`config.mk`:
```
export PLATFORM = sky130hd
export DESIGN_NAME = bank_seq_ctrl_flat
export DESIGN_NICKNAME = d
export VERILOG_FILES = /design/src/rtl/bank_ctrl_pkg.sv /design/src/rtl/bank_seq_ctrl_if.sv /design/src/rtl/phase_cnt.sv /design/src/rtl/bank_seq_ctrl.sv /design/src/flat_wrapper.sv
export SDC_FILE = /design/constraint.sdc
export NUM_CORES = 1
export LEC_CHECK = 0
export ABC_CLOCK_PERIOD_IN_PS = 2400
export BUFFER_PORTS_ARGS = -buffer_cell sky130_fd_sc_hd__clkbuf_2
export CAP_MARGIN = 0
export CORE_AREA = 5 5 42 44
export CTS_CLUSTER_SIZE = 40
export DETAILED_ROUTE_END_ITERATION = 12
export DIE_AREA = 0 0 47 49
export PLACE_DENSITY = 0.74
export REMOVE_ABC_BUFFERS = 1
export SYNTH_ARGS = -nofsm -noshare
export SYNTH_HDL_FRONTEND = slang
export SYNTH_HIERARCHICAL = 1
export SYNTH_SLANG_ARGS = --single-unit
```
`constraint.sdc`:
```
create_clock -name clk -period 2.4 [get_ports clk]
set_input_delay 0.48 -clock clk [delete_from_list [all_inputs] [get_ports clk]]
set_output_delay 0.48 -clock clk [all_outputs]
set_load 0.05 [all_outputs]
```
`src/rtl/bank_ctrl_pkg.sv`:
```
// -----------------------------------------------------------------------------
// bank_ctrl_pkg
// Shared definitions for the SRAM bank sequencer: FSM state encoding, default
// phase lengths and small constant helpers used to size ports and counters.
// -----------------------------------------------------------------------------
package bank_ctrl_pkg;

  typedef enum logic [2:0] {
    IDLE    = 3'd0,
    WRITE   = 3'd1,
    SAMPLE  = 3'd2,
    SENSE   = 3'd3,
    RECOVER = 3'd4
  } state_t;

  localparam int DEF_N_BANK  = 4;
  localparam int DEF_PRE_CYC = 1;
  localparam int DEF_WR_CYC  = 1;
  localparam int DEF_SMP_CYC = 1;
  localparam int DEF_SA_CYC  = 1;

  // Bank-select width; a single bank still gets a 1-bit select.
  function automatic int bank_w(input int n);
    return (n > 1) ? $clog2(n) : 1;
  endfunction

  function automatic int max_int(input int a, input int b);
    return (a > b) ? a : b;
  endfunction

endpackage

```
`src/rtl/bank_seq_ctrl_if.sv`:
```
// -----------------------------------------------------------------------------
// bank_seq_ctrl_if
// Request handshake plus per-bank SRAM control strobes.
//   req_valid/req_ready/req_we/req_bank : access request handshake
//   preb    : per-bank precharge, active-low
//   w_drv   : per-bank write-driver enable
//   sampleb : per-bank bitline sample, active-low
//   sa_en   : per-bank sense-amp enable
//   done    : one-cycle completion pulse
//   err     : one-cycle pulse for an out-of-range bank request
// master = requester side, slave = controller side.
// -----------------------------------------------------------------------------
interface bank_seq_ctrl_if
  import bank_ctrl_pkg::*;
#(
  parameter int N_BANK = DEF_N_BANK
);
  localparam int BW = bank_w(N_BANK);

  logic              req_valid;
  logic              req_ready;
  logic              req_we;
  logic [BW-1:0]     req_bank;
  logic [N_BANK-1:0] preb;
  logic [N_BANK-1:0] w_drv;
  logic [N_BANK-1:0] sampleb;
  logic [N_BANK-1:0] sa_en;
  logic              done;
  logic              err;

  modport master (
    output req_valid, req_we, req_bank,
    input  req_ready, preb, w_drv, sampleb, sa_en, done, err
  );

  modport slave (
    input  req_valid, req_we, req_bank,
    output req_ready, preb, w_drv, sampleb, sa_en, done, err
  );

endinterface

```
`src/rtl/phase_cnt.sv`:
```
// -----------------------------------------------------------------------------
// phase_cnt
// Loadable saturating down-counter timing each sequencer phase.
//   clk, rst  : clock, asynchronous active-high reset (clears to 0)
//   load      : load load_val on the next edge (has priority)
//   load_val  : value to load, i.e. phase length minus one
//   value     : current count
//   zero      : value == 0, marks the last cycle of a phase
// -----------------------------------------------------------------------------
module phase_cnt #(
  parameter int W = 2
) (
  input  logic         clk,
  input  logic         rst,
  input  logic         load,
  input  logic [W-1:0] load_val,
  output logic [W-1:0] value,
  output logic         zero
);

  always_ff @(posedge clk or posedge rst) begin
    if (rst) begin
      value <= '0;
    end else if (load) begin
      value <= load_val;
    end else if (value != '0) begin
      value <= value - 1'b1;
    end
  end

  assign zero = (value == '0);

endmodule

```
`src/rtl/bank_seq_ctrl.sv`:
```
// -----------------------------------------------------------------------------
// bank_seq_ctrl
// Sequences one SRAM bank through precharge / write or sample+sense / recovery
// for each accepted request.
//   clk  : sole clock, rising edge
//   rst  : asynchronous active-high reset; aborts any access, outputs idle
//   bus  : bank_seq_ctrl_if.slave (request handshake + per-bank strobes)
// Write : IDLE -> WRITE(WR_CYC) -> RECOVER(PRE_CYC) -> IDLE
// Read  : IDLE -> SAMPLE(SMP_CYC) -> SENSE(SA_CYC) -> RECOVER(PRE_CYC) -> IDLE
// Bad bank (req_bank >= N_BANK): IDLE -> RECOVER, err instead of done.
// -----------------------------------------------------------------------------
module bank_seq_ctrl
  import bank_ctrl_pkg::*;
#(
  parameter int N_BANK  = DEF_N_BANK,
  parameter int PRE_CYC = DEF_PRE_CYC,
  parameter int WR_CYC  = DEF_WR_CYC,
  parameter int SMP_CYC = DEF_SMP_CYC,
  parameter int SA_CYC  = DEF_SA_CYC
) (
  input logic             clk,
  input logic             rst,
  bank_seq_ctrl_if.slave  bus
);

  localparam int BW      = bank_w(N_BANK);
  localparam int MAX_CYC = max_int(max_int(PRE_CYC, WR_CYC), max_int(SMP_CYC, SA_CYC));
  localparam int CNT_W   = $clog2(MAX_CYC + 1);

  // Counter reload values: phase length minus one, so zero marks the last cycle.
  localparam logic [CNT_W-1:0] LD_PRE = CNT_W'(PRE_CYC - 1);
  localparam logic [CNT_W-1:0] LD_WR  = CNT_W'(WR_CYC - 1);
  localparam logic [CNT_W-1:0] LD_SMP = CNT_W'(SMP_CYC - 1);
  localparam logic [CNT_W-1:0] LD_SA  = CNT_W'(SA_CYC - 1);

  state_t            state;
  state_t            state_nxt;
  logic [BW-1:0]     bank_r;
  logic              accept;
  logic              bank_bad_in;
  logic              bank_bad_r;
  logic              first_rec;
  logic [N_BANK-1:0] sel;
  logic              cnt_load;
  logic [CNT_W-1:0]  cnt_load_val;
  logic [CNT_W-1:0]  cnt_value;
  logic              cnt_zero;

  assign accept      = bus.req_valid && bus.req_ready;
  assign bank_bad_in = int'(bus.req_bank) >= N_BANK;
  assign bank_bad_r  = int'(bank_r) >= N_BANK;

  // The counter was just reloaded with LD_PRE on RECOVER entry, so this value
  // identifies the first recovery cycle without a separate flag.
  assign first_rec = (state == RECOVER) && (cnt_value == LD_PRE);

  phase_cnt #(
    .W (CNT_W)
  ) u_phase_cnt (
    .clk      (clk),
    .rst      (rst),
    .load     (cnt_load),
    .load_val (cnt_load_val),
    .value    (cnt_value),
    .zero     (cnt_zero)
  );

  // Target bank is captured once; the access direction is carried by the
  // state itself (WRITE vs SAMPLE), so later input changes are ignored.
  always_ff @(posedge clk) begin
    if (accept) begin
      bank_r <= bus.req_bank;
    end
  end

  // State register
  always_ff @(posedge clk or posedge rst) begin
    if (rst) begin
      state <= IDLE;
    end else begin
      state <= state_nxt;
    end
  end

  // Next-state and counter reload on every state entry
  always_comb begin
    state_nxt    = state;
    cnt_load     = 1'b0;
    cnt_load_val = '0;
    case (state)
      IDLE: begin
        if (accept) begin
          cnt_load = 1'b1;
          if (bank_bad_in) begin
            state_nxt    = RECOVER;
            cnt_load_val = LD_PRE;
          end else if (bus.req_we) begin
            state_nxt    = WRITE;
            cnt_load_val = LD_WR;
          end else begin
            state_nxt    = SAMPLE;
            cnt_load_val = LD_SMP;
          end
        end
      end
      WRITE: begin
        if (cnt_zero) begin
          state_nxt    = RECOVER;
          cnt_load     = 1'b1;
          cnt_load_val = LD_PRE;
        end
      end
      SAMPLE: begin
        if (cnt_zero) begin
          state_nxt    = SENSE;
          cnt_load     = 1'b1;
          cnt_load_val = LD_SA;
        end
      end
      SENSE: begin
        if (cnt_zero) begin
          state_nxt    = RECOVER;
          cnt_load     = 1'b1;
          cnt_load_val = LD_PRE;
        end
      end
      RECOVER: begin
        if (cnt_zero) begin
          state_nxt    = IDLE;
          cnt_load     = 1'b1;
          cnt_load_val = '0;
        end
      end
      default: begin
        state_nxt = IDLE;
      end
    endcase
  end

  // One-hot select of the captured bank; empty for an out-of-range bank.
  always_comb begin
    sel = '0;
    if (!bank_bad_r) begin
      sel[bank_r] = 1'b1;
    end
  end

  // Outputs: only the selected bank ever leaves its idle values, and at most
  // one strobe group is active per state, so w_drv and sa_en never overlap.
  always_comb begin
    bus.req_ready = (state == IDLE) && !rst;
    bus.preb      = '0;
    bus.sampleb   = '1;
    bus.w_drv     = '0;
    bus.sa_en     = '0;
    bus.done      = 1'b0;
    bus.err       = 1'b0;
    case (state)
      WRITE: begin
        bus.preb  = sel;
        bus.w_drv = sel;
      end
      SAMPLE: begin
        bus.preb    = sel;
        bus.sampleb = ~sel;
      end
      SENSE: begin
        bus.preb  = sel;
        bus.sa_en = sel;
      end
      RECOVER: begin
        bus.done = first_rec && !bank_bad_r;
        bus.err  = first_rec && bank_bad_r;
      end
      default: ;
    endcase
  end

endmodule

```
`src/flat_wrapper.sv`:
```
// flat-port wrapper written by rule: the top's interface ports become plain ports
module bank_seq_ctrl_flat import bank_ctrl_pkg::*;
#(
  parameter int N_BANK  = DEF_N_BANK,
  parameter int PRE_CYC = DEF_PRE_CYC,
  parameter int WR_CYC  = DEF_WR_CYC,
  parameter int SMP_CYC = DEF_SMP_CYC,
  parameter int SA_CYC  = DEF_SA_CYC
)
  (clk, rst, bus_req_valid, bus_req_we, bus_req_bank, bus_req_ready, bus_preb, bus_w_drv, bus_sampleb, bus_sa_en, bus_done, bus_err);
  bank_seq_ctrl_if #(.N_BANK(N_BANK)) bus_i ();
  input logic clk;
  input logic rst;
  input wire logic [$bits(bus_i.req_valid)-1:0] bus_req_valid;
  input wire logic [$bits(bus_i.req_we)-1:0] bus_req_we;
  input wire logic [$bits(bus_i.req_bank)-1:0] bus_req_bank;
  output wire logic [$bits(bus_i.req_ready)-1:0] bus_req_ready;
  output wire logic [$bits(bus_i.preb)-1:0] bus_preb;
  output wire logic [$bits(bus_i.w_drv)-1:0] bus_w_drv;
  output wire logic [$bits(bus_i.sampleb)-1:0] bus_sampleb;
  output wire logic [$bits(bus_i.sa_en)-1:0] bus_sa_en;
  output wire logic [$bits(bus_i.done)-1:0] bus_done;
  output wire logic [$bits(bus_i.err)-1:0] bus_err;
  assign bus_i.req_valid = bus_req_valid;
  assign bus_i.req_we = bus_req_we;
  assign bus_i.req_bank = bus_req_bank;
  assign bus_req_ready = bus_i.req_ready;
  assign bus_preb = bus_i.preb;
  assign bus_w_drv = bus_i.w_drv;
  assign bus_sampleb = bus_i.sampleb;
  assign bus_sa_en = bus_i.sa_en;
  assign bus_done = bus_i.done;
  assign bus_err = bus_i.err;
  bank_seq_ctrl #(.N_BANK(N_BANK), .PRE_CYC(PRE_CYC), .WR_CYC(WR_CYC), .SMP_CYC(SMP_CYC), .SA_CYC(SA_CYC)) u_core (.clk(clk), .rst(rst), .bus(bus_i));
endmodule
```
==> metrics.csv, run 1 <==
stage,metric,value,unit
clock_tree,Clock Sinks,6,
die,Rows,14,
synth,Post-synth EDFFs,2,
worst_setup_path,WP data required,1.92,ns
drt,Antenna Violating Nets Remaining,0,
place,number of port buffers,23,
cells_and_area,"Design Area, Final",597,sq um
cells_and_area,area grow syn2layout,27.5,%
synth,Yosys warning count,6,
timing,Hold WS,0.100,ns
worst_setup_path,CP arrival,1.67,ns
clock_tree,Clock transition at path regs,0.05,ns
worst_setup_path,CP bufs+invs,1,
clock_tree,worst skew pair latency,0.24,ns
cells_and_area,Register Area,160,sq um
synth,fraction of registers with async set/reset,0.667,
die,die area,2300,sq um
timing,clk_skew,0.00493,ns
drt,Routed WL,977,microns
clock_tree,maximum root-to-sink buffer count,2,
worst_setup_path,Top delay family on crit path,simple AND/OR/NAND/NOR gates,
worst_setup_path,Crit path largest cell delay,0.56,ns
drt,via density per instance,4.85,
place,GPL Wtd Cong,0.750,
synth,mapped cell area,468,sq um
place,dpl hpwl,772,microns
cells_and_area,footprint of the multi-input gates,268,sq um
drt,DRC viols,0,
job,max_cap viols,0,
clock_tree,CTS HTree Levels,1,
synth,Unique masters post-synth,30,
worst_setup_path,CP cell instances,"or3b_4, nor3_2, clkbuf_2",
cells_and_area,ratio of cells with drive above 1 in the final layout,0.367,
die,# IOs,25,
cells_and_area,antenna cells,0,
clock_tree,root buffer cell,clkbuf_4,
cells_and_area,fill count,144,
synth,synthesized flop and latch total,6,
timing,RSZ-0062 raised after global routing,false,
place,placed cell area,574,sq um
clock_tree,CTS Buf Count,3,
global_routing,initial antenna violation count,0,
cells_and_area,NumNets Final,87,
clock_tree,CTS tree,built,
timing,final hold vios,0,
synth,Synth area leaders,"dfrtp_1 (21%), edfxtp_1 (13%), nor2_1 (9.6%), nand2b_1 (4.0%), or3b_1 (3.7%)",
clock_tree,"Hold-fix buffers, CTS",0,
timing,post-route setup TNS,0,ns
global_routing,first-pass GRT wire length,1.49,mm
drt,wire length per cell,10.3,microns
drt,TritonRoute pass-1 iters,4,
power_and_ir_drop,VDD IR max,0.513,mV
drt,routed via count,461,
power_and_ir_drop,Pleak,0.283,nW
power_and_ir_drop,Pwr Density,1170,nW/um^2
global_routing,vias in the first global route,357,
clock_tree,postcts setup bufs,0,
worst_setup_path,startpoint types,flop,
global_routing,largest net degree at the start of global routing,15,
clock_tree,post-cts gate resize count,0,
synth,Post-Synthesis Cells,58,
worst_setup_path,critical path class,reg2out,
die,Die Wd,47,microns
synth,top cell type by total area after synthesis,dfrtp_1,
die,Die Y,49,microns
global_routing,GRT Resource Usage Total,0.0858,
die,Initial Util,0.334,
timing,Period minus WS final,2.15,ns
worst_setup_path,worst-path fanout max,14,
worst_setup_path,crit end category,primary output,
global_routing,total grt overflow,0,
worst_setup_path,Worst path slowest cell,dfrtp_1,
cells_and_area,Finished Core Util,0.426,
timing,Fmax,466,MHz
synth,Synth Flop Type,dfrtp_1,
die,Core Box Area,1400,sq um
timing,final setup fails,0,
min_path,HP Class,in2async,
drt,1st-iter DRT viols,8,
status,run status,"complete, no violations",
timing,max-slew violations,0,
synth,syn_area_per_cell,8.07,sq um
synth,sequential fraction of the synthesis area,0.342,
synth,post-synth top area share,0.214,
timing,Tcrit/Tclk final,0.894,
[placed cells by master, fill, tap and decap left out, drive strengths merged, types with 3 or more instances in the layout]
cell | netlist | routed
clkbuf | 2 | 26
or3b | 3 | 3
nand2b | 3 | 3
nor2 | 12 | 12
inv | 3 | 3
nor3 | 4 | 4
dfrtp | 4 | 4
[state kept, by name (all words and copies together) (netlist names)]
| register | flops |
|---|---|
| u_core/state | 3 |
| u_core/bank_r | 2 |
| u_core/u_phase_cnt/value | 1 |
[report_power, final]
part	total, mW	switching (mW)	internal [mW]
logic	0.399	0.266	0.133
registers	0.209	0.0698	0.139
clock network	0.0899	0.0335	0.0564
total	0.698	0.369	0.329
[through the flow]
stage | instances | power, mW | setup WS, ns
6_report | 95 | 0.698 | 0.254
5_1_grt | 95 | 0.743 | 0.170
4_1_cts | 95 | 0.701 | 0.253
3_5_place_dp | 92 | 0.606 | 0.510
3_3_place_gp | 92 | 0.601 | 0.549
2_1_floorplan | 53 | 0.526 | -0.0971
[area by class of cell]
cell class / count / area share
multi-input combinational: 44 / 0.449
sequential: 6 / 0.268
timing repair buffer: 23 / 0.193
clock buffer: 3 / 0.0377
tap: 16 / 0.0335
inverter: 3 / 0.0189
[metal layers]
layer,part of all wire,vias to the layer above,track usage
met2,0.43,22,0.115
li1,-,242,-
met1,0.43,195,0.124
met4,0.0051,0,0.0415
met5,0,-,0
met3,0.13,2,0.0221
[Yosys cell counts (2+ instances only)]
cell       n
nand2b_1   3
dfrtp_1    4
buf_2      2
nand2_1    2
inv_1      3
a21oi_1    2
clkbuf_1   2
nand3b_1   2
nor2_1    12
edfxtp_1   2
buf_4      2
nor3_1     3
or3b_1     2
[logic make-up after synthesis]
group	share of synthesized area
DFF	0.342
AOI/OAI and AO/OA	0.131
buffers and inverters	0.0936
and+or+nand+nor	0.425
other	0.00801
[final timing paths]
check,startpoint,end,slack (ns),depth (start not counted)
worst max-delay path,u_core/state[0]$_DFFE_PP0P_,bus_w_drv[0],0.25,3
worst min-delay path,rst,u_core/u_phase_cnt/value$_DFF_PP0_,0.10,2
worst max register to register,u_core/state[0]$_DFFE_PP0P_,u_core/state[1]$_DFFE_PP0P_,1.10,2
worst min register to register,u_core/u_phase_cnt/value$_DFF_PP0_,u_core/state[2]$_DFFE_PP0P_,0.60,2
max in group asynchronous,rst,u_core/state[0]$_DFFE_PP0P_,2.10,2
min in group clk,bus_req_bank[1],u_core/bank_r[1]$_DFFE_PP_,0.42,1
(Power assumes the default switching activity.)
==> run 2: changes to the inputs <==
- ABC_CLOCK_PERIOD_IN_PS: 2400 -> 2100
- PLACE_DENSITY: 0.74 -> 0.75
- TNS_END_PERCENT: not set -> 50
- clock period: 2.4 -> 2.1 ns (I/O delays scaled with it)
==> run 2 against run 1 <==
  * Sequential share of layout area fell by 0.71 points
  * Combinational power rose by 23%
  * Flip-flop and latch count stayed put
  * Die area unchanged
  * First-iteration DRC count unchanged
  * Critical path depth unchanged
  * Core utilization is 1.2 points higher
  * Register-to-register slack got worse by 0.37 ns
  * Global-route usage is 0.82 points higher
  * Largest cell class unchanged
==> metrics.csv, run 2 (synthesis gave the netlist of run 1 again) <==
stage,metric,value,unit,change
status,run status,"complete, no violations",,
die,Core Box Area,1400,sq um,unchanged
power_and_ir_drop,sw frac,0.523,,-0.00581
power_and_ir_drop,Pwr Density,1360,nW/um^2,+16%
timing,RSZ-0062 raised after global routing,false,,
worst_setup_path,Reg2Reg Depth,3,,+1
clock_tree,CTS HTree Levels,1,,unchanged
drt,wire length per cell,10.6,microns,+3.0%
worst_setup_path,critical path class,reg2out,,
cells_and_area,Biggest register,u_core/state,,
job,max_cap viols,0,,unchanged
timing,final setup fails,0,,unchanged
place,dpl hpwl,825,microns,+6.9%
die,die area,2300,sq um,unchanged
timing,final hold vios,0,,unchanged
worst_setup_path,worst-path fanout max,12,,-2
power_and_ir_drop,P_sw,0.435,mW,+18%
cells_and_area,"commonest non-fill, non-tap cell in the layout",clkbuf_2,,
place,GPL Wtd Cong,0.757,,+0.85%
cells_and_area,most frequent cells in the layout,"clkbuf_2 (22), nor2_1 (12), dfrtp_1 (4)",,
power_and_ir_drop,Flop pwr share,0.272,,-0.027
clock_tree,Clock Sinks,6,,unchanged
global_routing,initial antenna violation count,0,,unchanged
global_routing,total grt overflow,0,,unchanged
cells_and_area,antenna cells,0,,unchanged
drt,DRC viols,0,,unchanged
cells_and_area,Regs by FF count,"u_core/state: 3 flops, u_core/bank_r: 2 flops, u_core/u_phase_cnt/value: 1 flops",,
clock_tree,Clock transition at path regs,0.05,ns,about the same
global_routing,first-pass GRT wire length,1.62,mm,+8.8%
power_and_ir_drop,VDD IR max,0.487,mV,-5.1%
clock_tree,root buffer cell,clkbuf_4,,
global_routing,GRT Resource Usage Total,0.0941,,+0.00824
cells_and_area,Largest register FFs,3,,unchanged
global_routing,largest net degree at the start of global routing,13,,-2
drt,via density per instance,4.97,,+2.4%
min_path,HP Class,in2async,,
die,# IOs,25,,unchanged
timing,max-slew violations,0,,unchanged
power_and_ir_drop,internal power,0.396,mW,+20%
die,Die Y,49,microns,unchanged
worst_setup_path,startpoint types,flop,,
clock_tree,CTS Buf Count,3,,unchanged
drt,TritonRoute pass-1 iters,5,,+1
clock_tree,CTS tree,built,,
drt,Routed WL,1.03,mm,+5.1%
global_routing,vias in the first global route,393,,+10%
worst_setup_path,crit end category,primary output,,
timing,Fmax,498,MHz,
clock_tree,worst skew pair latency,0.24,ns,about the same
cells_and_area,final std cells w/o fill,97,,+2.1%
die,Die Wd,47,microns,unchanged
cells_and_area,ratio of cells with drive above 1 in the final layout,0.383,,+0.0156
drt,routed via count,482,,+4.6%
power_and_ir_drop,Pleak,0.293,nW,+3.5%
cells_and_area,NumNets Final,88,,+1.1%
place,dpl cells,93,,+1.1%
drt,1st-iter DRT viols,8,,unchanged
drt,Antenna Violating Nets Remaining,0,,unchanged
cells_and_area,area grow syn2layout,31.0,%,
power_and_ir_drop,Gate power share,0.589,,+0.017
die,Rows,14,,unchanged
timing,Period minus WS final,2.01,ns,
place,number of port buffers,23,,unchanged
worst_setup_path,WP data required,1.68,ns,-0.24 ns
timing,clk_skew,0.00292,ns,-0.00201 ns
power_and_ir_drop,clock share of power,0.140,,+0.011
clock_tree,maximum root-to-sink buffer count,2,,unchanged
die,Initial Util,0.334,,unchanged
timing,post-route setup TNS,0,ns,unchanged
worst_setup_path,CP arrival,1.59,ns,-0.08 ns
timing,Tcrit/Tclk final,0.956,,
[run 2: cell count changes in the layout (fill, tap and decap cells not counted), sizes merged]
| cell | before | now |
|---|---|---|
| buf | 0 | 2 |
[run 2: per-layer routing]
layer / GRT usage / routed length, microns / part of all wire / up-vias
li1: - / - / - / 246
met1: 0.120 / 412 / 0.40 / 205
met2: 0.138 / 454 / 0.44 / 27
met3: 0.0332 / 144 / 0.14 / 4
met4: 0.0415 / 16 / 0.016 / 0
met5: 0 / 0 / 0 / -
[run 2: power groups by stage]
stage	logic [mW]	clock network (mW)	registers [mW]
2_1_floorplan	0.380	0	0.221
3_3_place_gp	0.479	0	0.220
3_5_place_dp	0.487	0	0.225
4_1_cts	0.487	0.121	0.223
5_1_grt	0.524	0.131	0.237
6_report	0.489	0.116	0.226
[run 2: critical path, stage by stage (launching register included)]
cell and delay, ns:
dfrtp_1 0.48, or3b_4 0.47, nor2_1 0.11, clkbuf_2 0.28
[run 2: final timing paths]
| check | start | endpoint | slack (ns) |
|---|---|---|---|
| min in group clk | bus_req_bank[0] | u_core/bank_r[0]$_DFFE_PP_ | 0.35 |
| worst min register to register | u_core/u_phase_cnt/value$_DFF_PP0_ | u_core/state[2]$_DFFE_PP0P_ | 0.60 |
| max in group asynchronous | rst | u_core/state[0]$_DFFE_PP0P_ | 1.87 |
| worst max register to register | u_core/state[0]$_DFFE_PP0P_ | u_core/state[1]$_DFFE_PP0P_ | 0.73 |
| worst min-delay path | rst | u_core/u_phase_cnt/value$_DFF_PP0_ | 0.03 |
| worst max-delay path | u_core/state[1]$_DFFE_PP0P_ | bus_w_drv[3] | 0.09 |
[run 2: cell type report]
cell class | instances | area, sq um
fillers | 153 | 788
multi-input cells | 44 | 273
flip-flops and latches | 6 | 160
repair buffers | 24 | 123
clock buffers | 4 | 26.3
well taps | 16 | 20.0
inverters | 3 | 11.3
[run 2: timing repair]
| action | 4_1_cts | 5_1_grt |
|---|---|---|
| resized for setup | 0 | 2 |
| endpoints found under the setup margin | 0 | 4 |
| buffers inserted | 0 | 0 |
| hold buffers | 0 | 0 |
[run 2: stage by stage]
stage | utilization | worst slack [ns] | instance area [sq um] | hold WS [ns] | power, mW
6_report | 0.438 | 0.0916 | 613 | 0.0341 | 0.831
3_3_place_gp | 0.415 | 0.374 | 582 | 0.290 | 0.699
3_5_place_dp | 0.415 | 0.336 | 582 | 0.296 | 0.712
2_1_floorplan | - | -0.337 | 439 | 0.149 | 0.601
4_1_cts | 0.434 | 0.0688 | 608 | 0.0306 | 0.832
5_1_grt | 0.438 | 0.00698 | 613 | 0.0519 | 0.891
